File: config.mk
export PLATFORM = sky130hd
export DESIGN_NAME = uc_multiciclo
export DESIGN_NICKNAME = d
export VERILOG_FILES = /design/src/rtl/uc_multiciclo.sv
export SDC_FILE = /design/constraint.sdc
export NUM_CORES = 1
export LEC_CHECK = 0
export ABC_AREA = 0
export BUFFER_PORTS_ARGS = -buffer_cell sky130_fd_sc_hd__buf_2
export CAP_MARGIN = 10
export CORE_MARGIN = 10
export CORE_UTILIZATION = 49
export CTS_CLUSTER_SIZE = 16
export DETAILED_ROUTE_END_ITERATION = 8
export PLACE_DENSITY = 0.76
export SLEW_MARGIN = 5
export SYNTH_ARGS = -nofsm -noshare
export SYNTH_HDL_FRONTEND = slang
export SYNTH_SLANG_ARGS = --single-unit
File: constraint.sdc
create_clock -name clk -period 1.45 [get_ports clk]
set_input_delay 0.29 -clock clk [delete_from_list [all_inputs] [get_ports clk]]
set_output_delay 0.29 -clock clk [all_outputs]
set_load 0.01 [all_outputs]
File: src/rtl/uc_multiciclo.sv
`default_nettype none
// uc_multiciclo: multi-cycle control unit for the microc datapath.
// Runs each instruction as FETCH then EXEC, or FETCH/CMP/SKIP for skips, and sticks in HALT on illegal opcodes.
module uc_multiciclo #(
  parameter int CNT_W = 8
) (
  input  logic             clk,
  input  logic             reset,
  input  logic [5:0]       Opcode,
  input  logic             zero,
  input  logic             carry,
  output logic             s_inc,
  output logic             s_skip,
  output logic             s_inm,
  output logic             we,
  output logic [2:0]       ALUOp,
  output logic             pc_en,
  output logic             halted,
  output logic [CNT_W-1:0] instr_count
);

  typedef enum logic [2:0] {
    FETCH = 3'd0,
    EXEC  = 3'd1,
    CMP   = 3'd2,
    SKIP  = 3'd3,
    HALT  = 3'd4
  } state_t;

  state_t     state, state_next;
  logic [5:0] ir;
  logic       zf, cf;
  logic       op_jr, op_skip, op_illegal;

  // 00xxxx covers both LI and the ALU group; 1111xx holds the three skips plus JR.
  always_comb begin
    op_jr      = (Opcode == 6'b111111);
    op_skip    = (Opcode[5:2] == 4'b1111) && !op_jr;
    op_illegal = (Opcode[5:4] != 2'b00) && !op_skip && !op_jr;
  end

  always_ff @(posedge clk or negedge reset) begin
    if (!reset) begin
      state       <= FETCH;
      ir          <= 6'b000000;
      zf          <= 1'b0;
      cf          <= 1'b0;
      instr_count <= '0;
    end else begin
      state <= state_next;
      if (state == FETCH)
        ir <= Opcode;
      if (state == CMP) begin
        zf <= zero;
        cf <= carry;
      end
      if (state == EXEC || state == SKIP)
        instr_count <= instr_count + CNT_W'(1);
    end
  end

  always_comb begin
    state_next = FETCH;
    pc_en      = 1'b0;
    we         = 1'b0;
    s_inc      = 1'b1;
    s_skip     = 1'b0;
    s_inm      = 1'b0;
    ALUOp      = 3'b000;
    halted     = 1'b0;
    case (state)
      FETCH: begin
        if (op_illegal)
          state_next = HALT;
        else if (op_skip)
          state_next = CMP;
        else
          state_next = EXEC;
      end
      EXEC: begin
        pc_en = 1'b1;
        if (ir[5:3] == 3'b000) begin
          we    = 1'b1;
          s_inm = 1'b1;
        end else if (ir[5:3] == 3'b001) begin
          we    = 1'b1;
          ALUOp = ir[2:0];
        end else if (ir == 6'b111111) begin
          s_inc = 1'b0;
        end
      end
      CMP: begin
        ALUOp      = 3'b011;
        state_next = SKIP;
      end
      SKIP: begin
        ALUOp = 3'b011;
        pc_en = 1'b1;
        // Only the flags captured in CMP decide the skip, never the live ALU flags.
        case (ir[1:0])
          2'b00:   s_skip = ~zf;
          2'b01:   s_skip = zf;
          2'b10:   s_skip = cf;
          default: s_skip = 1'b0;
        endcase
      end
      HALT: begin
        halted     = 1'b1;
        state_next = HALT;
      end
      default: state_next = FETCH;
    endcase
  end

endmodule
`default_nettype wire

# After elaboration in Yosys (flattened, before gate mapping)

Index checks and enable logic that the tools add are counted.

Add/sub/neg operators: 1
Equal/unequal tests: 10
Mux-type cells: 19
Bitwise operators: 1
Reduce and logical (&&, ||, !) cells: 12

Operators by type and width:

| kind                | number |
|---|---|
| $eq 6x6->1 const B  | 2 |
| $mux 1              | 12 |
| $mux 3              | 3 |
| $pmux 3 s3          | 1 |
| $add 8x1->8 const B | 1 |
| $eq 3x1->1 const B  | 2 |
| $eq 3x2->1 const B  | 2 |
| $logic_not 3->1     | 2 |
| $pmux 3 s2          | 1 |
| $eq 4x4->1 const B  | 1 |
| $reduce_or 2->1     | 2 |
| $eq 3x3->1 const B  | 1 |
| $logic_and 1x1->1   | 3 |
| $pmux 1 s3          | 1 |
| $eq 2x1->1 const B  | 1 |
| $eq 2x2->1 const B  | 1 |
| $logic_not 1->1     | 2 |
| $logic_not 2->1     | 1 |
| $mux 2              | 1 |
| $reduce_bool 2->1   | 1 |
| $logic_or 1x1->1    | 1 |
| $not 1->1           | 1 |

Register bits: 19
Bits of input ports: 10
Output and inout port bits: 17
Logic and storage cells: 48

# Longest topological paths before layout

Gate-level depths: netlist of the first run.

Depth in word-level cells: 8
Depth in mapped cells: 4
Depth with buffers taken out: 4

# Least setup slack after synthesis of the first run

Ideal clock, no wire load.

Kind: register to output
Start point: register state[2]
End point: output s_inc
Data arrival time: 1175 ps
Required time: 1160 ps
Path slack: -15 ps
Cell stages (with the launch flop): 5
Buffers on the path: 0
Cell sequence: dfrtp_1 -> nand2b_4 -> inv_6 -> nand3_2 -> or3_1

Longest elaborated chain between the ends: 2

RTL lines:

| element                | line | text |
|---|---|---|
| from (decl)            | 30   | `state_t state, state_next;` |
| from (signal assigned) | 50   | `state <= state_next;` |
| $eq 3x1->1             | 71   | `case (state)` |
| $mux 1                 | 71   |  |
| to (decl)              | 12   | `output logic s_inc,` |

No other way between the ends.

# Final worst setup path of the first run

Same ends and word-level chain as after synthesis.

==> qor.txt, run 1 <==
status - complete, but fails checks
failing checks - negative setup slack
Crit path largest cell delay - 0.41 ns
vias in the first global route - 789
CP required - 1.16 ns
Initial Util - 52.9%
Clock Pin Slew Worst Setup and Hold Paths - 0.11 ns
initial antenna violation count - 0
Avg Vias per Cell - 5.26
Leakage Power - 0.656 nW
CP startpoint kind - flop
# diodes - 0
total power - 993 uW
clock skew - 0.000774 ns
Setup TNS - -2.43 ns
clock root cell - clkbuf_4
Placed Cells - 132
Worst Hold Depth - 2
Mapped Area - 933 um^2
multi-input combinational cell area - 490 um^2
Routed Antenna Nets - 0
Synth Flop Type - dfrtp_1
fin. max-slew vios - 0
first-pass GRT wire length - 3570 um
full die area - 4050 um^2
drt pass-1 iters - 4
Syn Area/Cell - 12.3 um^2
combinational share of power - 10.9%
Hold/Removal Path Class - in2reg
Async SR Flop Fraction - 100%
Peak VDD IR - 0.000633 V
WL/cell - 15.4 um
Sequential Area - 479 um^2
total congestion overflow - 0
layout cell share with drive strength beyond 1 - 55.6%
Synth Warn # - 0
Detailed Route WL - 2180 um
gr usage total - 10.6%
Max-Cap Viols - 0
Max Freq - 567 MHz
DRC - 0
Mapped Nets - 87
Setup WS post-layout - -0.313 ns
via count - 747
top post-synthesis cells by area - dfrtp_1 51%, mux2_2 9.7%, xnor2_1 6.6%, nand4_1 4.0%, a41o_2 2.4%
Crit Path Max Fanout - 2
H-tree depth - 1
CP bufs+invs - 2
Int Pwr - 740 uW
clock power share - 26.7%
FILL cells - 144
Worst setup EP type - output pin
CP max stage cell - dfrtp_2
Layout area overhead - 40.8%
Setup WS pre-CTS - -0.00501 ns
standard-cell rows - 15
setup violators final - 14
CTS buffer count - 3
flop and latch count out of synthesis - 19
Area after DPL - 1150 um^2
Die W - 63.6 um
Core ar. - 1760 um^2
Crit path depth - 5
Iteration-0 DRC Markers - 27
Critical Path, Cell by Cell - nand2b_4 -> clkinv_4 -> nand3_2 -> or3_4 -> buf_6
unrepaired setup endpoints after global routing - yes
synthesized instance count - 76
Reg power frac - 62.4%
Design Area, Final - 1310 um^2
Final Hold Vio Count - 0
switching share of total power - 25.5%
register area share after synthesis - 50.9%
clk sinks - 19
Synth area leader - dfrtp_1
clk_lat worst skew - 0.29 ns
count of buffers from port buffering - 26
Final period util - 122%
P per Cell Area - 756 nW/um^2
Final Wtd Congestion - 0.732
top cell type's share of synthesized area - 50.9%
Post-Layout Cell Count - 142
post-DP HPWL - 1570 um
Setup CP Type - reg2out
minimum clock period - 1.76 ns
Relative slew margins - 71.6%
CTS tree - built
EDFF count, synth - 0
Chip Height - 63.6 um
pin count of the biggest net entering global routing - 20
Unique masters post-synth - 30
R2R cell count - 6
critical path arrival - 1.47 ns
Clock Path Buffers - 2
Final nets - 129
delay-heaviest family, CP - simple AND/OR/NAND/NOR gates
slew at the pin closest to its max-slew limit - 0.426 ns
I/O pin count - 27
Net Switching - 253 uW
[registers in the layout, indices dropped and copies added, names as in the netlist]
signal and flops:
cf 1, state 3, zf 1, ir 6, instr_count 8
[final timing paths]
| path | slack [ns] | end | startpoint |
|---|---|---|---|
| hold / removal | 0.22 | cf | carry |
| min in group asynchronous | 0.46 | instr_count[7] | reset |
| max in group asynchronous | 0.67 | state[2] | reset |
| setup reg to reg | -0.15 | ir[3] | state[1] |
| setup / recovery | -0.31 | s_inc | state[2] |
| hold reg to reg | 0.47 | instr_count[7] | instr_count[7] |
[power groups by stage]
stage | registers [mW] | logic (mW) | clock network (mW)
after floorplan | 0.607 | 0.0473 | 0
after global placement | 0.621 | 0.0745 | 0
after detailed placement | 0.622 | 0.0775 | 0
after CTS | 0.615 | 0.0897 | 0.278
after global routing | 0.626 | 0.119 | 0.306
final | 0.620 | 0.108 | 0.265
[layout by cell type (no fill, tap or decap), drive strengths merged]
master and n:
and3 2, nor3b 1, nor2 2, nor3 2
dfrtp 19, and2b 1, nor2b 2, or2 1
nand2 6, mux2 8, and4b 1, a41o 2
nand3 1, or3 1, ha 1, nand3b 1
mux2i 1, o21ai 1, a21oi 2, o21a 2
nand4 6, xor2 1, nor4 2, dlygate4sd3 1
clkbuf 4, xnor2 7, buf 37, clkinv 1
nand2b 1
[cells by family after synthesis]
logic type                 after synthesis  synth area share, %
xor gates and xnor gates                 8                 7.51
adders and majority gates                1                 1.34
DFF                                     19                 50.9
buffers and inverters                    2                 1.74
AOI/OAI and AO/OA                        7                 5.63
and+or+nand+nor                         30                 22.1
muxes                                    9                 10.7
[per-stage QoR]
step                      util, %  hold slack (ns)
after floorplan                 -         -0.00559
after global placement       65.2            0.248
after detailed placement     65.2            0.253
after CTS                    71.3            0.218
after global routing         74.5            0.205
final                        74.5            0.223
[synth_stat cells (all sizes together), types with 2 or more instances]
library cell,number
a21oi,2
a41o,2
and3,2
dfrtp,19
mux2,8
nand2,6
nand4,6
nor2,2
nor2b,2
nor3,2
nor4,2
o21a,2
xnor2,7
[cell type report]
type,instances,share of cell area (%)
clock buffers,4,2.00
inverters,1,0.667
multi-input cells,55,37.3
flip-flops and latches,19,36.5
well taps,25,2.38
repair buffers,38,21.1
[routing by layer]
| metal | track usage [%] | routed length (um) |
|---|---|---|
| met2 | 18.7 | 1160 |
| met1 | 11.4 | 874 |
| met4 | 3.28 | 12 |
| met5 | 0 | 0 |
| met3 | 4.06 | 134 |
[what timing repair did]
action                                  CTS  global route
endpoints found under the setup margin    9            15
hold endpoints to repair                 19             0
pin swaps                                 4             2
hold buffers                              1             0
resized for setup                        11            11
buffers inserted                          2             3
No activity file was read; power rests on OpenSTA's default activity.
==> run 2: changes to the inputs <==
==> constraint.sdc (replaced) <==
create_clock -name clk -period 1.45 [get_ports clk]
set_input_delay 0.0725 -clock clk [delete_from_list [all_inputs] [get_ports clk]]
set_output_delay 0.0725 -clock clk [all_outputs]
set_load 0.01 [all_outputs]
==> run 2 against run 1 <==
Against the previous run:
- clock power about the same
- global-route usage grew 0.89 points
- flip-flop and latch count unchanged
- wire length grew 7.9%
- count of clock-buffer cells in the layout stayed put
- the run still ends with negative setup slack left
- critical endpoint unchanged
- via count up 2.7%
- maximum frequency is 15% higher
==> qor.txt, run 2 (same netlist as run 1, synthesis figures left out) <==
clock skew - 0.00805 ns (+0.00727 ns)
Routed Antenna Nets - 0 (unchanged)
layout cell share with drive strength beyond 1 - 54.7% (-0.85 points)
Final period util - 106% (-16 points)
status - complete, but fails checks
Final nets - 129 (unchanged)
Final Hold Vio Count - 0 (unchanged)
Chip Height - 63.6 um (unchanged)
WL/cell - 16.6 um (+7.9%)
CTS tree - built
CP startpoint kind - flop
Leakage Power - 0.645 nW (-1.7%)
first-pass GRT wire length - 3810 um (+6.5%)
Biggest register - instr_count
Detailed Route WL - 2350 um (+7.9%)
delay-heaviest family, CP - simple AND/OR/NAND/NOR gates
Initial Util - 52.9% (unchanged)
CP bufs+invs - 2 (unchanged)
minimum clock period - 1.53 ns (-0.230 ns)
clk_lat worst skew - 0.29 ns (about the same)
internal reg-to-reg setup slack - 0.01 ns (+0.16 ns)
top flop regs - instr_count: 8 flops, ir: 6 flops, state: 3 flops
standard-cell rows - 15 (unchanged)
Crit Path Max Fanout - 2 (unchanged)
Die W - 63.6 um (unchanged)
worst hold slack - 0.0127 ns (-0.211 ns)
most frequent cells in the layout - 23 x buf_2, 16 x dfrtp_1, 8 x buf_4
R2R cell count - 4 (-2)
Setup CP Type - reg2out
CTS buffer count - 3 (unchanged)
fin. max-slew vios - 0 (unchanged)
count of buffers from port buffering - 26 (unchanged)
setup violators final - 6 (-8)
CP required - 1.38 ns (+0.22 ns)
Setup TNS - -0.276 ns (+2.15 ns)
Post-Layout Cell Count - 142 (unchanged)
initial antenna violation count - 0 (unchanged)
total congestion overflow - 0 (unchanged)
Iteration-0 DRC Markers - 17 (-37%)
Worst setup EP type - output pin
pin count of the biggest net entering global routing - 20 (unchanged)
vias in the first global route - 828 (+4.9%)
CP max stage cell - dfrtp_1
clock root cell - clkbuf_4
drt pass-1 iters - 4 (unchanged)
Layout area overhead - 36.2%
Critical Path, Cell by Cell - nand2b_4 -> clkinv_4 -> nand3_2 -> or3_1 -> buf_2
DRC - 0 (unchanged)
Avg Vias per Cell - 5.40 (+2.7%)
Clock Pin Slew Worst Setup and Hold Paths - 0.10 ns (about the same)
Placed Cells - 129 (-2.3%)
Peak VDD IR - 0.000604 V (-4.6%)
Relative slew margins - 72.2% (+0.63 points)
via count - 767 (+2.7%)
Hold/Removal Path Class - in2reg
Final Wtd Congestion - 0.737 (+0.71%)
Max-Cap Viols - 0 (unchanged)
slew at the pin closest to its max-slew limit - 0.417 ns (-0.00943 ns)
Max Freq - 652 MHz (+15%)
full die area - 4050 um^2 (unchanged)
unrepaired setup endpoints after global routing - yes
failing checks - negative setup slack
end of the critical path - s_inc
critical path arrival - 1.46 ns (about the same)
Core ar. - 1760 um^2 (unchanged)
P per Cell Area - 771 nW/um^2 (+2.0%)
gr usage total - 11.5% (+0.89 points)
crit path launch - state[2]
post-DP HPWL - 1610 um (+2.6%)
Final Util - 72.1% (-2.4 points)
Crit Reg-Reg Startpoint - state[2]
commonest non-fill, non-tap cell in the layout - buf_2
clk sinks - 19 (unchanged)
# diodes - 0 (unchanged)
Clock Path Buffers - 2 (unchanged)
Reg-to-Reg End - ir[5]
Crit path depth - 5 (unchanged)
I/O pin count - 27 (unchanged)
max reg flops - 8 (unchanged)
Setup WS post-layout - -0.0829 ns (+0.230 ns)
H-tree depth - 1 (unchanged)
Crit path largest cell delay - 0.42 ns (about the same)
run 2: cell count changes in the layout (fill, tap and decap cells not counted):
| cell | delta |
|---|---|
| buf_2 | +2 |
| and3_2 | +1 |
| and3_4 | -1 |
| buf_12 | -1 |
| buf_8 | -1 |
| mux2_2 | +1 |
| mux2_4 | -1 |
| nor2b_2 | +1 |
| nor2b_4 | -1 |
| or3_1 | +1 |
| or3_4 | -1 |
run 2: how the worst min path moves through the flow:
stage / slack, ns / end / depth (start not counted) / start
after floorplan: -0.22 / cf / 0 / reset
after global placement: 0.03 / instr_count[7] / 1 / reset
after detailed placement: 0.03 / instr_count[5] / 1 / reset
after CTS: 0.006 / cf / 2 / carry
after global routing: 0.003 / cf / 2 / carry
final: 0.01 / cf / 2 / carry
run 2: through the flow:
step / total power, mW / cell area [um^2] / setup WS [ns]
after global routing: 1.04 / 1270 / -0.151
after floorplan: 0.654 / 933 / 0.169
final: 0.981 / 1270 / -0.0829
after CTS: 0.966 / 1210 / -0.0699
after global placement: 0.695 / 1110 / 0.109
after detailed placement: 0.699 / 1110 / 0.0671
run 2: timing repair:
item	4_1_cts	5_1_grt
resized for setup	7	12
hold buffers	1	0
pin swaps	4	1
endpoints found under the setup margin	7	14
buffers inserted	5	4
hold endpoints to repair	19	0
run 2: power breakdown:
part	switching (mW)	internal (mW)
sequential	0.0575	0.564
combinational	0.0364	0.0589
clock	0.157	0.107
total	0.251	0.730
run 2: metal layers:
metal  global-route usage (%)  routed length [um]  up-vias
met5                        0                   0        -
met3                     4.42                 155        4
met4                     5.19                  40        0
met1                     11.3                 868      374
met2                     20.7                1290       27
li1                         -                   -      362
run 2: area by class of cell:
cell class | count | area (um^2)
clock buffers | 4 | 26.3
fillers | 145 | 493
inverters | 1 | 8.76
multi-input cells | 55 | 473
flip-flops and latches | 19 | 479
well taps | 25 | 31.3
repair buffers | 38 | 253
run 2: worst reg2reg max path: cells and delay by family, from the launching register on:
family	cells	cell delay, ns
buffers and inverters	2	0.37
multiplexers	1	0.33
flip-flops	1	0.42
AND/OR/NAND/NOR	1	0.22
==> run 3: changes to the inputs <==
CORE_MARGIN = 3   (was 10)
clock period = 1.5 ns   (was 1.45 ns; I/O delays follow)
==> run 3 against run 2 <==
Against the previous run:
- the flow still finishes with violations (negative setup slack)
- flip-flop and latch count unchanged
- sequential power fell by 4.2%
- global-route usage grew 6.5 points
- wire length decreased by 17%
- combinational power down 12%
- first-iteration DRC count fell by 94%
- sequential share of layout area rose by 0.74 points
- register-to-register slack better by 0.08 ns
- die area is 39% lower
- critical endpoint unchanged
- largest power group unchanged
==> qor.txt, run 3 (same netlist as run 1, synthesis figures left out) <==
status - complete, but fails checks
failing checks - negative setup slack
DRC - 0 (unchanged)
Hold/Removal Path Class - in2reg
Crit Path Max Fanout - 3 (+1)
Chip Height - 49.6 um (-22%)
top flop regs - instr_count: 8 flops, ir: 6 flops, state: 3 flops
Clock Path Buffers - 2 (unchanged)
P per Cell Area - 748 nW/um^2 (-3.0%)
CP max stage cell - dfrtp_2
Worst Hold Depth - 2 (unchanged)
Final period util - 105%
clock root cell - clkbuf_4
Setup CP Type - reg2out
Reg-to-Reg End - ir[4]
Crit path largest cell delay - 0.43 ns (about the same)
gr usage total - 18.0% (+6.5 points)
via count - 744 (-3.0%)
Layout area overhead - 33.9%
full die area - 2460 um^2 (-39%)
Die W - 49.6 um (-22%)
Leakage Power - 0.630 nW (-2.2%)
clk_lat worst skew - 0.30 ns (about the same)
vias in the first global route - 765 (-7.6%)
clock skew - 0.00446 ns (-0.00358 ns)
Crit Reg-Reg Startpoint - state[1]
clock power share - 27.4% (+0.5 points)
Setup WS pre-CTS - 0.122 ns (+0.0546 ns)
R2R cell count - 3 (-1)
Iteration-0 DRC Markers - 1 (-16)
H-tree depth - 1 (unchanged)
WL/cell - 13.8 um (-17%)
slew at the pin closest to its max-slew limit - 0.422 ns (+0.00545 ns)
Max Freq - 635 MHz
Peak VDD IR - 0.000742 V (+23%)
most frequent cells in the layout - 24 x buf_2, 15 x dfrtp_1, 8 x mux2_2, 8 x buf_4, 7 x xnor2_1
I/O pin count - 27 (unchanged)
Initial Util - 52.9% (unchanged)
# diodes - 0 (unchanged)
end of the critical path - s_inc
CP required - 1.42 ns (+0.04 ns)
Detailed Route WL - 1960 um (-17%)
Reg power frac - 63.7% (+0.3 points)
unrepaired setup endpoints after global routing - yes
total power - 935 uW (-4.6%)
pin count of the biggest net entering global routing - 20 (unchanged)
count of buffers from port buffering - 26 (unchanged)
total congestion overflow - 0 (unchanged)
Clock Pin Slew Worst Setup and Hold Paths - 0.11 ns (about the same)
Routed Antenna Nets - 0 (unchanged)
fin. max-slew vios - 0 (unchanged)
first-pass GRT wire length - 3320 um (-13%)
Worst setup EP type - output pin
Relative slew margins - 71.9% (-0.36 points)
Setup WS post-layout - -0.0750 ns (+0.00791 ns)
drt pass-1 iters - 4 (unchanged)
Critical Path, Cell by Cell - nand2b_4 -> inv_6 -> nand3_2 -> or3_1 -> buf_2
post-DP HPWL - 1370 um (-14%)
Net Switching - 242 uW (-3.5%)
Max-Cap Viols - 0 (unchanged)
setup violators final - 2 (-4)
combinational share of power - 8.9% (-0.8 points)
CP startpoint kind - flop
layout cell share with drive strength beyond 1 - 53.8% (-0.85 points)
internal reg-to-reg setup slack - 0.09 ns (+0.08 ns)
critical path arrival - 1.50 ns (+0.04 ns)
Core ar. - 1760 um^2 (unchanged)
CTS tree - built
commonest non-fill, non-tap cell in the layout - buf_2
minimum clock period - 1.57 ns
standard-cell rows - 15 (unchanged)
Int Pwr - 694 uW (-5.0%)
switching share of total power - 25.8% (+0.29 points)
Final Wtd Congestion - 0.788 (+6.9%)
Avg Vias per Cell - 5.24 (-3.0%)
initial antenna violation count - 0 (unchanged)
max reg flops - 8 (unchanged)
Biggest register - instr_count
clk sinks - 19 (unchanged)
Final nets - 129 (unchanged)
crit path launch - state[2]
Final Hold Vio Count - 0 (unchanged)
CTS buffer count - 3 (unchanged)
-- run 3: cell count changes in the layout (fill, tap and decap cells not counted), sizes merged --
cell         delta
buf             -2
inv             +1
dlygate4sd3     +2
clkbuf          -1
-- run 3: per-layer routing --
metal	GRT usage, %	vias to the layer above	share of wire (%)
met5	0	-	0
met4	9.68	0	2.2
met3	3.63	4	3.8
met2	31.9	16	52
met1	20.0	360	42
li1	-	364	-
-- run 3: critical path, delay by kind of cell, from the launching register on --
family	cells	cell delay (ns)
simple gates	3	0.58
buf+inv	2	0.20
flops	1	0.43
-- run 3: timing repair --
| action | 4_1_cts | 5_1_grt |
|---|---|---|
| endpoints found under the hold margin | 21 | 0 |
| gates resized for setup | 6 | 5 |
| setup buffers | 7 | 0 |
| hold buffers | 3 | 0 |
| setup endpoints to repair | 7 | 6 |
| pin swaps | 0 | 1 |
-- run 3: worst min path at each step --
stage	start	to	slack (ns)
after floorplan	reset	cf	-0.22
after global placement	reset	instr_count[7]	0.03
after detailed placement	reset	instr_count[5]	0.04
after CTS	Opcode[3]	ir[3]	0.02
after global routing	Opcode[3]	ir[3]	0.009
final	Opcode[2]	ir[2]	0.03
-- run 3: area by class of cell --
class | count | area, um^2
clock buffer | 3 | 22.5
clock inverter | 1 | 5.00
fill | 138 | 514
inverter | 1 | 8.76
multi-input combinational | 55 | 458
sequential | 19 | 480
tap | 25 | 31.3
timing repair buffer | 38 | 244
-- run 3: power by group through the flow --
stage | logic [mW] | clock network, mW | registers, mW
2_1_floorplan | 0.0457 | 0 | 0.586
3_3_place_gp | 0.0725 | 0 | 0.599
3_5_place_dp | 0.0772 | 0 | 0.600
4_1_cts | 0.0839 | 0.263 | 0.594
5_1_grt | 0.0938 | 0.287 | 0.601
6_report | 0.0836 | 0.256 | 0.596
-- run 3: through the flow --
| stage | hold WS [ns] | TNS [ns] | area [um^2] | std cells | util (%) |
|---|---|---|---|---|---|
| 6_report | 0.0270 | -0.120 | 1250 | 142 | 70.9 |
| 5_1_grt | 0.00928 | -0.387 | 1250 | 142 | 70.9 |
| 4_1_cts | 0.0196 | -0.0759 | 1230 | 142 | 69.8 |
| 3_5_place_dp | 0.0372 | 0 | 1100 | 128 | 62.5 |
| 3_3_place_gp | 0.0325 | 0 | 1100 | 128 | 62.5 |
| 2_1_floorplan | -0.221 | 0 | 933 | 76 | - |
